`src/rtl/call_stack_if.sv`:
```
// Push/pop subroutine interface between control_module (master) and the
// return-address stack (slave).
//   push, pop      : request a store / removal of the top entry this cycle
//   push_addr      : return address to store on push
//   clr_err        : clears the sticky overflow/underflow flags
//   top_addr       : current top entry, 0 when empty
//   level          : number of valid entries
//   empty, full    : level == 0 / level == DEPTH
//   overflow       : sticky, push attempted while full
//   underflow      : sticky, pop attempted while empty
interface call_stack_if #(
    parameter int ADDR_WIDTH = 8,
    parameter int DEPTH      = 8,
    parameter int PTR_WIDTH  = $clog2(DEPTH + 1)
);
    logic                  push;
    logic                  pop;
    logic [ADDR_WIDTH-1:0] push_addr;
    logic                  clr_err;
    logic [ADDR_WIDTH-1:0] top_addr;
    logic [PTR_WIDTH-1:0]  level;
    logic                  empty;
    logic                  full;
    logic                  overflow;
    logic                  underflow;

    modport master (
        output push, pop, push_addr, clr_err,
        input  top_addr, level, empty, full, overflow, underflow
    );

    modport slave (
        input  push, pop, push_addr, clr_err,
        output top_addr, level, empty, full, overflow, underflow
    );
endinterface

```
`src/rtl/call_stack.sv`:
```
// Return-address stack responding to control_module's push/pop interface.
// CALL pushes a return address; RET samples top_addr in the same cycle it
// pops (zero-latency read). Reports full/empty and sticky error flags.
// Ports:
//   clk  : system clock, all state changes on the rising edge
//   rst  : synchronous active-high reset (clears sp and error flags)
//   bus  : call_stack_if slave modport (see interface header)
module call_stack #(
    parameter int ADDR_WIDTH = 8,
    parameter int DEPTH      = 8
) (
    input  logic         clk,
    input  logic         rst,
    call_stack_if.slave  bus
);
    localparam int PTR_WIDTH = $clog2(DEPTH + 1);
    localparam int IDX_WIDTH = $clog2(DEPTH);

    logic [ADDR_WIDTH-1:0] mem [DEPTH];
    logic [PTR_WIDTH-1:0]  sp;           // first free slot == level
    logic                  overflow;
    logic                  underflow;

    logic                  empty;
    logic                  full;
    logic                  replace;
    logic                  do_push;
    logic                  do_pop;
    logic                  ovf_set;
    logic                  unf_set;
    logic [IDX_WIDTH-1:0]  top_idx;
    logic [IDX_WIDTH-1:0]  wr_idx;

    assign empty   = (sp == '0);
    assign full    = (sp == PTR_WIDTH'(DEPTH));

    // push&pop on a non-empty stack overwrites the top in place, even when
    // full. On an empty stack it degrades to a plain push (plus underflow).
    assign replace = bus.push && bus.pop && !empty;
    assign do_push = bus.push && !replace && !full;
    assign do_pop  = bus.pop && !bus.push && !empty;
    assign ovf_set = bus.push && !bus.pop && full;
    assign unf_set = bus.pop && empty;

    // Indices are only used when in range: top_idx when !empty, wr_idx for
    // a push when !full or a replace when !empty.
    assign top_idx = IDX_WIDTH'(sp - PTR_WIDTH'(1));
    assign wr_idx  = replace ? top_idx : IDX_WIDTH'(sp);

    always_ff @(posedge clk) begin
        if (rst) begin
            sp        <= '0;
            overflow  <= 1'b0;
            underflow <= 1'b0;
        end else begin
            if (do_push) begin
                sp <= sp + PTR_WIDTH'(1);
            end else if (do_pop) begin
                sp <= sp - PTR_WIDTH'(1);
            end
            // A new error in the same cycle as clr_err keeps the flag set.
            overflow  <= ovf_set || (overflow  && !bus.clr_err);
            underflow <= unf_set || (underflow && !bus.clr_err);
        end
    end

    // Storage is not reset; entries below sp are always written before read.
    always_ff @(posedge clk) begin
        if (!rst && (do_push || replace)) begin
            mem[wr_idx] <= bus.push_addr;
        end
    end

    assign bus.top_addr  = empty ? '0 : mem[top_idx];
    assign bus.level     = sp;
    assign bus.empty     = empty;
    assign bus.full      = full;
    assign bus.overflow  = overflow;
    assign bus.underflow = underflow;
endmodule
```
`src/flat_wrapper.sv`:
```
// flat-port wrapper written by rule: the top's interface ports become plain ports
module call_stack_flat 
#(
    parameter int ADDR_WIDTH = 8,
    parameter int DEPTH      = 8
)
  (clk, rst, bus_push, bus_pop, bus_push_addr, bus_clr_err, bus_top_addr, bus_level, bus_empty, bus_full, bus_overflow, bus_underflow);
  call_stack_if #(.ADDR_WIDTH(ADDR_WIDTH), .DEPTH(DEPTH)) bus_i ();
  input  logic clk;
  input  logic rst;
  input wire logic [$bits(bus_i.push)-1:0] bus_push;
  input wire logic [$bits(bus_i.pop)-1:0] bus_pop;
  input wire logic [$bits(bus_i.push_addr)-1:0] bus_push_addr;
  input wire logic [$bits(bus_i.clr_err)-1:0] bus_clr_err;
  output wire logic [$bits(bus_i.top_addr)-1:0] bus_top_addr;
  output wire logic [$bits(bus_i.level)-1:0] bus_level;
  output wire logic [$bits(bus_i.empty)-1:0] bus_empty;
  output wire logic [$bits(bus_i.full)-1:0] bus_full;
  output wire logic [$bits(bus_i.overflow)-1:0] bus_overflow;
  output wire logic [$bits(bus_i.underflow)-1:0] bus_underflow;
  assign bus_i.push = bus_push;
  assign bus_i.pop = bus_pop;
  assign bus_i.push_addr = bus_push_addr;
  assign bus_i.clr_err = bus_clr_err;
  assign bus_top_addr = bus_i.top_addr;
  assign bus_level = bus_i.level;
  assign bus_empty = bus_i.empty;
  assign bus_full = bus_i.full;
  assign bus_overflow = bus_i.overflow;
  assign bus_underflow = bus_i.underflow;
  call_stack #(.ADDR_WIDTH(ADDR_WIDTH), .DEPTH(DEPTH)) u_core (.clk(clk), .rst(rst), .bus(bus_i));
endmodule
```
`config.mk`:
```
export PLATFORM = sky130hd
export DESIGN_NAME = call_stack_flat
export DESIGN_NICKNAME = d
export VERILOG_FILES = /design/src/rtl/call_stack_if.sv /design/src/rtl/call_stack.sv /design/src/flat_wrapper.sv
export SDC_FILE = /design/constraint.sdc
export NUM_CORES = 1
export LEC_CHECK = 0
export CORE_MARGIN = 2
export CORE_UTILIZATION = 45
export DETAILED_ROUTE_END_ITERATION = 7
export HOLD_SLACK_MARGIN = 0.15
export PLACE_DENSITY = 0.62
export SLEW_MARGIN = 20
export SYNTH_ARGS = -nofsm -noshare
export SYNTH_HDL_FRONTEND = slang
export SYNTH_SLANG_ARGS = --single-unit
```
`constraint.sdc`:
```
create_clock -name clk -period 3.1 [get_ports clk]
set_input_delay 0.62 -clock clk [delete_from_list [all_inputs] [get_ports clk]]
set_output_delay 0.62 -clock clk [all_outputs]
set_load 0.1 [all_outputs]
```
# --- After elaboration in Yosys (flattened, before gate mapping) ---
# Memories as Yosys holds them, arrays and structs flattened.
# Index checks and enable logic that the tools add are counted.
totals:
  ff_bits: 6
  ramBits: 64
  input_bits: 13
  memories: 1
op_classes:
  n_addsub: 2
  n_eq_ne: 1
  n_mux: 6
  reduce_logical: 24
mem_list:
  columns: ["memory", "words", "word_bits", "rd", "rd_clocked_by_memory_dff", "wr", "line", "rtl"]
  rows:
  - ["u_core.mem", 8, 8, 1, 0, 1, "call_stack.sv:19", "logic [ADDR_WIDTH-1:0] mem [DEPTH];"]
op_table:
  columns: ["operator", "n"]
  rows:
  - ["logical AND 1 bit", 12]
  - ["two-way mux 4 bit", 2]
  - ["two-way mux 8 bit", 1]
  - ["zero test 1 bit", 7]
  - ["adder 4 x 1 -> 4 bit (second input constant)", 1]
  - ["equality test 4 bit (second input constant)", 1]
  - ["zero test 4 bit", 1]
  - ["subtractor 4 x 1 -> 4 bit (second input constant)", 1]
  - ["logical OR 1 bit", 3]
  - ["two-way mux 3 bit", 1]
  - ["two-way mux 1 bit", 2]
  - ["nonzero test 2 bit", 1]

# --- Longest topological paths before layout ---
# Gate-level depths: netlist of the first run.
logic_depth:
  word_depth: 10
  mapped_depth: 9

# --- Worst setup path after synthesis of the first run ---
# OpenSTA, ideal clock, no wires.
synth_path:
  path_type: "reg2out"
  startpoint: "reg u_core.sp[0], in the netlist u_core.bus.level[0]"
  endpoint: "out bus_top_addr[0]"
  arrival_ns: 3.832
  required_ns: 2.480
  setup_slack_ns: -1.352
  path_stages_with_launch: 9
  path_cell_list: "dfxtp_1 > buf_6 > buf_4 > inv_1 > ha_1 > buf_6 > nor3b_2 > buf_2 > a21oi_1"
synth_via:
  elab_cells_between_ends: 4
  cone_classes: "add/sub: 1; mux: 1; reduce/logical: 1; memory: 1"
synth_rtl:
  columns: ["element", "line", "rtl"]
  rows:
  - ["start: declaration", "call_stack.sv:20", "logic [PTR_WIDTH-1:0] sp;"]
  - ["start signal: assignment", "call_stack.sv:57", "sp <= sp + PTR_WIDTH'(1);"]
  - ["start signal: assignment", "call_stack.sv:59", "sp <= sp - PTR_WIDTH'(1);"]
  - ["zero test 4 bit", "call_stack.sv:34", "assign empty = (sp == '0);"]
  - ["net bus_empty", "flat_wrapper.sv:17", "output wire logic [$bits(bus_i.empty)-1:0] bus_empty;"]
  - ["two-way mux 8 bit", "call_stack.sv:74", "assign bus.top_addr = empty ? '0 : mem[top_idx];"]
  - ["end: declaration", "flat_wrapper.sv:15", "output wire logic [$bits(bus_i.top_addr)-1:0] bus_top_addr;"]
# The timed path passes the listed nets, and every way through them passes these cells.

# --- Worst setup path in the final report of the first run ---
layout_path:
  startpoint: "reg u_core.sp[1], in the netlist u_core.bus.level[1]"
  endpoint: "out bus_top_addr[2]"
layout_via:
  elab_chain_len: 3
  elab_cells_between_ends: 4
  cone_classes: "add/sub: 1; mux: 1; reduce/logical: 1; memory: 1"
layout_lines:
  columns: ["element", "line", "rtl"]
  rows:
  - ["subtractor 4 x 1 -> 4 bit", "call_stack.sv:47", "assign top_idx = IDX_WIDTH'(sp - PTR_WIDTH'(1));"]
  - ["memory read (8 x 8 bit)", null, null]
  - ["two-way mux 8 bit (*)", "call_stack.sv:74", null]
# Every way passes the cells marked *; elsewhere a longest branch is shown, timed or not.

==> results of run 1 <==
cell usage in the layout, fill, tap and decap left out, types with 5 or more instances in the layout:
cell type,instances
nor2_1,12
nand2_1,20
clkdlybuf4s50_1,12
a21oi_1,6
edfxtp_1,64
mux4_1,14
a31oi_1,5
a21oi_4,8
buf_4,26
buf_12,9
clkbuf_8,9
sequential cells by signal, summed over array words and instances (netlist names):
register,count
u_core.mem,64
u_core.bus.level,4
u_core.bus.overflow,1
u_core.bus.underflow,1
timing repair:
item / 4_1_cts / 5_1_grt
hold endpoints to repair: 0 / 0
buffers inserted: 0 / 0
gates resized for setup: 1 / 0
setup endpoints to repair: 8 / 0
how the worst max path moves through the flow:
stage	start	end	slack, ps	cells after the start
floorplan	u_core.bus.level[0]$_SDFFE_PP0P_	bus_top_addr[0]	70	8
global placement	u_core.bus.level[1]$_SDFFE_PP0P_	bus_top_addr[2]	340	6
detailed placement	bus_pop	u_core.mem[2][1]$_DFFE_PP_	280	4
CTS	u_core.bus.level[1]$_SDFFE_PP0P_	bus_top_addr[2]	200	6
global route	u_core.bus.level[0]$_SDFFE_PP0P_	bus_top_addr[2]	80	6
finish	u_core.bus.level[1]$_SDFFE_PP0P_	bus_top_addr[2]	210	6
worst min-delay path, stage by stage, from the launching register on:
cell and delay (ps):
dfxtp_1 330, a22oi_1 80, nor2_1 70
per-layer routing:
| metal | vias up | GRT usage |
|---|---|---|
| li1 | 853 | - |
| met1 | 906 | 0.244 |
| met2 | 58 | 0.262 |
| met3 | 10 | 0.0360 |
| met4 | 0 | 0.0853 |
| met5 | - | 0 |
cells by family (layout without fill, tap and decap cells):
logic type,count (synthesis),after routing
AOI/OAI and AO/OA,29,29
xor gates and xnor gates,3,3
adders and majority gates,2,2
buffers and inverters,16,67
DFF,70,70
muxes,18,18
and+or+nand+nor,52,52
stage by stage:
stage	setup slack, ps	area [um2]	utilization
5_1_grt	80.8	3920	0.580
2_1_floorplan	73.1	3210	-
3_5_place_dp	278	3720	0.550
6_report	206	3920	0.580
4_1_cts	200	3920	0.580
3_3_place_gp	341	3720	0.550
cell type report:
class / instances / area share
tap: 80 / 0.0255
clock buffer: 9 / 0.0316
multi-input combinational: 104 / 0.272
sequential: 70 / 0.522
clock inverter: 7 / 0.0185
inverter: 4 / 0.00383
timing repair buffer: 47 / 0.126
==> results.json, run 1 <==
{
  "status": "completed",
  "min_path_cells": 2,
  "synth_commonest_cells": "edfxtp_1, nand2_1, a21oi_1, mux4_1, nor2_1",
  "worst_ep_required_time_ps": 2480,
  "seq_area_frac_synth": 0.657,
  "final_cell_count_no_fill": 321,
  "regArea_mm2": 0.00205,
  "synth_area_leaders": "edfxtp_1, mux4_1, dfxtp_1, nand2_1, a21oi_1",
  "r2r_cells": 6,
  "syn-num-nets": 205,
  "multi_input_area_mm2": 0.00107,
  "ant_nets": 0,
  "cts_hold_buf": 0,
  "drive_gt1_frac": 0.295,
  "hold_viol_final": 0,
  "cts_tree": "done",
  "met2WireLength_um": 2920,
  "cp_max_fo": 10,
  "tightest_slew_ps": 797,
  "drtIter0Drc": 177,
  "rsz0062_at_grt": "false",
  "critPathSlowestCell": "nor3b_4",
  "wirelength_um": 5950,
  "highest_layer": "met4",
  "initial_core_util": 0.460,
  "grt_pass1_wl_um": 9580,
  "netlist_area_mm2": 0.00311,
  "cts_inserted_buffers": 9,
  "min_from": "u_core.bus.overflow$_SDFF_PP0_",
  "crit_type": "reg2out",
  "hp-class": "reg2reg",
  "io_buffers": 28,
  "gp_congestion": 0.845,
  "synth_edf_count": 64,
  "worst_ep_arrival_time_ps": 2270,
  "synth_fa_ha_area_frac": 0.00805,
  "synthXorXnorAreaFrac": 0.00845,
  "finalNetCount": 251,
  "finalClockSkew_ps": 7.26,
  "cp_num_buf_inv": 3,
  "ys_types": 41,
  "finalCriticalPeriod_ps": 2890,
  "area_growth_pct": 26.1,
  "finalMaxSlewViolations": 0,
  "drcViolationCount": 0,
  "clock_latency_ps": 350,
  "placed_cells": 305,
  "h-tree-depth": 3,
  "dr.pass1.iters": 4,
  "wl_met3_um": 304,
  "cp_top_family": "buffers and inverters",
  "setup_viol": 0,
  "worst_r2r_endpoint": "u_core.mem[2][5]$_DFFE_PP_",
  "dp_hpwl_um": 4080,
  "n_fill_cell": 518,
  "cp_slowest_stage_delay_ps": 510,
  "ys.flop_type": "edfxtp_1",
  "synth_top_area_frac": 0.618,
  "endpoint_kind": "output port",
  "path_cells": "inv_1 -> ha_1 -> nor3b_4 -> buf_4 -> a21oi_4 -> buf_12",
  "cts.clk_slew.worst_paths_ps": 70,
  "synth_most_common_cell": "edfxtp_1",
  "max_freq_mhz": 346,
  "cts_buffer_depth": 2,
  "wl_per_cell_um": 18.5,
  "ys_async_sr_fraction": 0,
  "rrSetupSlack_ps": 350,
  "synth_warnings": 0,
  "wl_met1_um": 2610,
  "yosys_register_bits": 70,
  "row_count": 30,
  "fp.coreArea_mm2": 0.00676,
  "root_buffer": "clkbuf_8",
  "grt_use_total": 0.174,
  "diodes": 0,
  "viasPerCell": 5.69,
  "rr_startpoint": "u_core.bus.level[1]$_SDFFE_PP0P_",
  "avgSynthCellArea_um2": 16.4,
  "setup_tns_ps": 0,
  "grt_max_degree": 27,
  "grt_pass1_vias": 1809,
  "synth_mux_area_frac": 0.141,
  "drv_cap": 0,
  "die_w_um": 87.1,
  "syn_inst": 190,
  "vias": 1827,
  "grt_overflow_total": 0,
  "synth_top_area_cell": "edfxtp_1",
  "synth-compound-area-share": 0.0604,
  "antenna_found_initial": 0,
  "die-area_mm2": 0.00759,
  "cp-start-kind": "flop",
  "post-route-period-util": 0.934,
  "die_y_um": 87.1,
  "pin_count": 29,
  "relSlewSlack": 0.467,
  "whs_ps": 518,
  "synthSimpleGateAreaFrac": 0.0918,
  "holdPathEnd": "u_core.bus.overflow$_SDFF_PP0_",
  "cts.sinks": 70,
  "synth_top_family_by_area": "multiplexers"
}
Power of run 1 is left out: the tool's default activity adds up to more than one toggle a clock period on the data nets, which glitch-free logic cannot reach.
==> run 2, diff against run 1 <==
Settings changed: MAX_ROUTING_LAYER set to met4, SETUP_SLACK_MARGIN set to 0.2.
==> run 2 against run 1 <==
Final cell count down 3.1%. Utilization decreased by 0.85 points. Critical path depth unchanged. First-iteration DRC count up 36%. Hold slack improved by 12 ps. Register-to-register slack gained 50 ps. Sequential share of layout area up 0.81 points. Count of clock-buffer cells in the layout stayed put.
==> results.json, run 2 (synthesis gave the netlist of run 1 again) <==
{
  "status": "completed",
  "area_growth_pct": 24.3,
  "row_count": 30,
  "max_freq_mhz": 368,
  "drv_cap": 0,
  "setup_tns_ps": 0,
  "die_w_um": 87.1,
  "fp.coreArea_mm2": 0.00676,
  "crit_type": "reg2out",
  "die_y_um": 87.1,
  "setup_viol": 0,
  "finalCriticalPeriod_ps": 2720,
  "final_common_cell": "edfxtp_1",
  "finalNetCount": 241,
  "regMostFlops": "u_core.mem",
  "die-area_mm2": 0.00759,
  "grt_max_degree": 27,
  "antenna_found_initial": 0,
  "worst_ep_required_time_ps": 2480,
  "r2r_cells": 7,
  "cp_max_fo": 24,
  "wirelength_um": 6310,
  "endpoint_kind": "output port",
  "finalClockSkew_ps": 5.81,
  "min_path_cells": 2,
  "grt_overflow_total": 0,
  "io_buffers": 28,
  "post_cts_buffers": 0,
  "cts_hold_buf": 0,
  "clock_latency_ps": 330,
  "cts.sinks": 70,
  "post_cts_resize_count": 0,
  "tightest_slew_ps": 821,
  "drive_gt1_frac": 0.294,
  "ant_nets": 0,
  "rr_startpoint": "u_core.bus.level[1]$_SDFFE_PP0P_",
  "dp_hpwl_um": 4190,
  "hold_viol_final": 0,
  "drtIter0Drc": 241,
  "worst_ep_arrival_time_ps": 2100,
  "finalMaxSlewViolations": 0,
  "cts_buffer_depth": 2,
  "layout_common_cells": "edfxtp_1, nand2_1, buf_4",
  "crit_path_start": "u_core.bus.level[1]$_SDFFE_PP0P_",
  "cts_inserted_buffers": 9,
  "grt_use_total": 0.189,
  "h-tree-depth": 3,
  "diodes": 0,
  "rrSetupSlack_ps": 400,
  "cts.clk_slew.worst_paths_ps": 70,
  "grt_pass1_vias": 1827,
  "viasPerCell": 5.85,
  "grt_pass1_wl_um": 9950,
  "initial_core_util": 0.460,
  "fin_util": 0.572,
  "wl_per_cell_um": 20.3,
  "rsz0062_at_grt": "false",
  "gp_congestion": 0.935,
  "post-route-period-util": 0.878,
  "relSlewSlack": 0.451,
  "cts_tree": "done",
  "dr.pass1.iters": 4,
  "critPathCapture": "bus_top_addr[0]",
  "largest_register_ff_count": 64,
  "root_buffer": "clkbuf_8",
  "vias": 1818,
  "hp-class": "reg2reg",
  "drcViolationCount": 0,
  "worst_r2r_endpoint": "u_core.mem[3][6]$_DFFE_PP_",
  "pin_count": 29,
  "cp-start-kind": "flop"
}
==> run 2: worst min path at each step <==
stage                                    startpoint                               to  slack (ps)
floorplan                          bus_push_addr[0]       u_core.mem[0][0]$_DFFE_PP_         720
CTS                 u_core.bus.underflow$_SDFF_PP0_  u_core.bus.underflow$_SDFF_PP0_         530
global placement    u_core.bus.underflow$_SDFF_PP0_  u_core.bus.underflow$_SDFF_PP0_         500
detailed placement  u_core.bus.underflow$_SDFF_PP0_  u_core.bus.underflow$_SDFF_PP0_         520
finish              u_core.bus.underflow$_SDFF_PP0_  u_core.bus.underflow$_SDFF_PP0_         530
global route         u_core.bus.overflow$_SDFF_PP0_   u_core.bus.overflow$_SDFF_PP0_         560
==> run 2: layout make-up <==
| cell class | instances | area [um2] |
|---|---|---|
| Fill cell | 530 | 2890 |
| Sequential cell | 70 | 2050 |
| Multi-Input combinational cell | 104 | 1100 |
| Timing Repair Buffer | 37 | 420 |
| Clock buffer | 9 | 124 |
| Tap cell | 80 | 100 |
| Clock inverter | 7 | 50.0 |
| Inverter | 4 | 15.0 |
==> run 2: critical path, cell delays in order, from the launching register on <==
cell     delay (ps)
dfxtp_2         430
inv_1           120
ha_4            470
mux4_1          360
nand2_1         140
a21oi_4          70
buf_12          160
==> run 2: metal layers <==
layer | GRT usage | wire length, um | share of wire
met5 | - | 0 | 0
met3 | 0.0341 | 442 | 0.070
met1 | 0.255 | 2710 | 0.43
met4 | 0.0825 | 79 | 0.013
met2 | 0.285 | 3080 | 0.49
==> run 2: per-stage QoR <==
step	cell area [um2]	hold WS (ps)	cells	setup slack, ps
after global placement	3670	497	295	127
after detailed placement	3670	516	295	58.5
after CTS	3840	533	311	233
after global routing	3860	560	311	266
final	3860	530	311	379
after floorplan	3240	719	190	222
Power of run 2 is left out for the same reason.
==> patch: new RTL, config.mk and constraints of run 2 <==
`DEPTH` is set to 8 in 3 places; all go to 16.
--- a/src/rtl/call_stack_if.sv
+++ b/src/rtl/call_stack_if.sv
@@ -10,7 +10,7 @@
 //   underflow      : sticky, pop attempted while empty
 interface call_stack_if #(
     parameter int ADDR_WIDTH = 8,
-    parameter int DEPTH      = 8,
+    parameter int DEPTH      = 16,
     parameter int PTR_WIDTH  = $clog2(DEPTH + 1)
 );
     logic                  push;
--- a/src/rtl/call_stack.sv
+++ b/src/rtl/call_stack.sv
@@ -7,7 +7,7 @@
 //   bus  : call_stack_if slave modport (see interface header)
 module call_stack #(
     parameter int ADDR_WIDTH = 8,
-    parameter int DEPTH      = 8
+    parameter int DEPTH      = 16
 ) (
     input  logic         clk,
     input  logic         rst,
--- a/src/flat_wrapper.sv
+++ b/src/flat_wrapper.sv
@@ -2,7 +2,7 @@
 module call_stack_flat 
 #(
     parameter int ADDR_WIDTH = 8,
-    parameter int DEPTH      = 8
+    parameter int DEPTH      = 16
 )
   (clk, rst, bus_push, bus_pop, bus_push_addr, bus_clr_err, bus_top_addr, bus_level, bus_empty, bus_full, bus_overflow, bus_underflow);
   call_stack_if #(.ADDR_WIDTH(ADDR_WIDTH), .DEPTH(DEPTH)) bus_i ();
Interface: changed (resized bus_level); port bits go from 29 to 30. No check against the original RTL was run, so the function may have changed too.
==> patch against run 2 <==
- area after synthesis rose by 80%
- sequential cell count rose by 65
- worst setup slack got worse by 0.16 ns
- count of clock-buffer cells in the layout rose by 12
- sequential share of layout area rose by 0.61 points
- routed wire length rose by 89%
- design area rose by 93%
==> patch: results (changes against run 2) <==
[run_status]
status = finished, final reports clean  ; unchanged

[logic_synthesis]
synth-edff-count = 128  ; was 64
yosysUniqueCellTypes = 43  ; was 41
syn-num-nets = 308  ; was 205
synthCells = 292  ; was 190
yosysSeqAreaShare = 0.711  ; was 0.657
synth_area_leaders = edfxtp_1 (69%), mux4_2 (13%), mux2i_1 (3.0%), dfxtp_1 (2.5%), nor3_1 (1.6%)  ; was edfxtp_1 (62%), mux4_1 (12%), dfxtp_1 (3.9%), nand2_1 (2.4%), a21oi_1 (2.3%)

[cells_and_area]
largest_reg_flops = 128  ; was 64
fin_nets = 377  ; was 241
clock_area_frac = 0.0704  ; was 0.0450
fillers = 876  ; was 530
buf_share = 0.0936  ; was 0.109
inverters = 6  ; was 4
nFlopsAndLatches = 135  ; was 70
drive_gt1_frac = 0.447  ; was 0.294

[placed_design]
place_inst = 493  ; was 295
place_area_mm2 = 0.00652  ; was 0.00367 mm²
io_buffers = 29  ; was 28
gp_congestion = 0.755  ; was 0.935
hpwlAfterDp_um = 7430  ; was 4190 µm

[worst_hold_path]
holdPathEnd = u_core.bus.level[4]  ; was u_core.bus.underflow
min-delay-start = u_core.bus.level[4]  ; was u_core.bus.underflow

[route]
routed_wl_um = 11900  ; was 6310 µm
via_per_inst = 5.50  ; was 5.85
dr.pass1.iters = 5  ; was 4
met3_length_um = 558  ; was 442 µm
drt_iter0_markers = 175  ; was 241
num_vias = 2962  ; was 1,818

[global_routing]
grt_use_total = 0.202  ; was 0.189
grt_use_met3 = 0.0601  ; was 0.0341
grt_pass1_wl_um = 18300  ; was 9950 µm

[setup_path]
worstPathArrival_ns = 2.26  ; was 2.10 ns
rr_worst_depth = 9  ; was 7
r2r_start = u_core.bus.level[0]  ; was u_core.bus.level[1]
cp_max_fo = 9  ; was 24
r2r-end = u_core.mem[3][4]  ; was u_core.mem[3][6]
cpPeakStageDelay_ns = 0.43  ; was 0.47 ns
crit_slowest_cell = dfxtp_4  ; was ha_4
reg2reg_slack_ns = 0.34  ; was 0.40 ns

[cts]
cts-htree-levels = 4  ; was 3
cts_buffers = 17  ; was 9
root_buffer = clkbuf_16  ; was clkbuf_8
post_cts_resized = 34  ; was 0

[die]
core_area_mm2 = 0.0121  ; was 0.00676 mm²

[sta]
tightestPinTransition_ns = 0.830  ; was 0.821 ns

==> patch: cell count changes after synthesis, moves of 3 or more <==
cell             run 2  this run
edfxtp_1            64       128
mux4_2               2        32
nor3_1               0        18
mux2i_1              0        17
nand2_1             20         4
mux4_1              14         0
a21oi_1             14         4
o22ai_1              0         8
clkbuf_1             0         7
nor2_1              12         5
nor2b_1              2         6
and3_1               0         3
==> patch: metrics by stage <==
step | util | power (mW) | setup WS [ns]
after floorplan | - | 4.65 | 0.0423
after global placement | 0.541 | 5.55 | 0.127
after detailed placement | 0.541 | 5.55 | 0.101
after CTS | 0.607 | 7.90 | 0.178
after global routing | 0.618 | 8.34 | 0.145
final | 0.618 | 8.06 | 0.222
==> patch: power by group through the flow <==
stage,Combinational (mW),Sequential [mW],Clock [mW]
3_5_place_dp,3.37,2.18,0
2_1_floorplan,2.37,2.28,0
3_3_place_gp,3.37,2.18,0
4_1_cts,3.89,2.15,1.86
6_report,4.07,2.15,1.84
5_1_grt,4.24,2.16,1.94
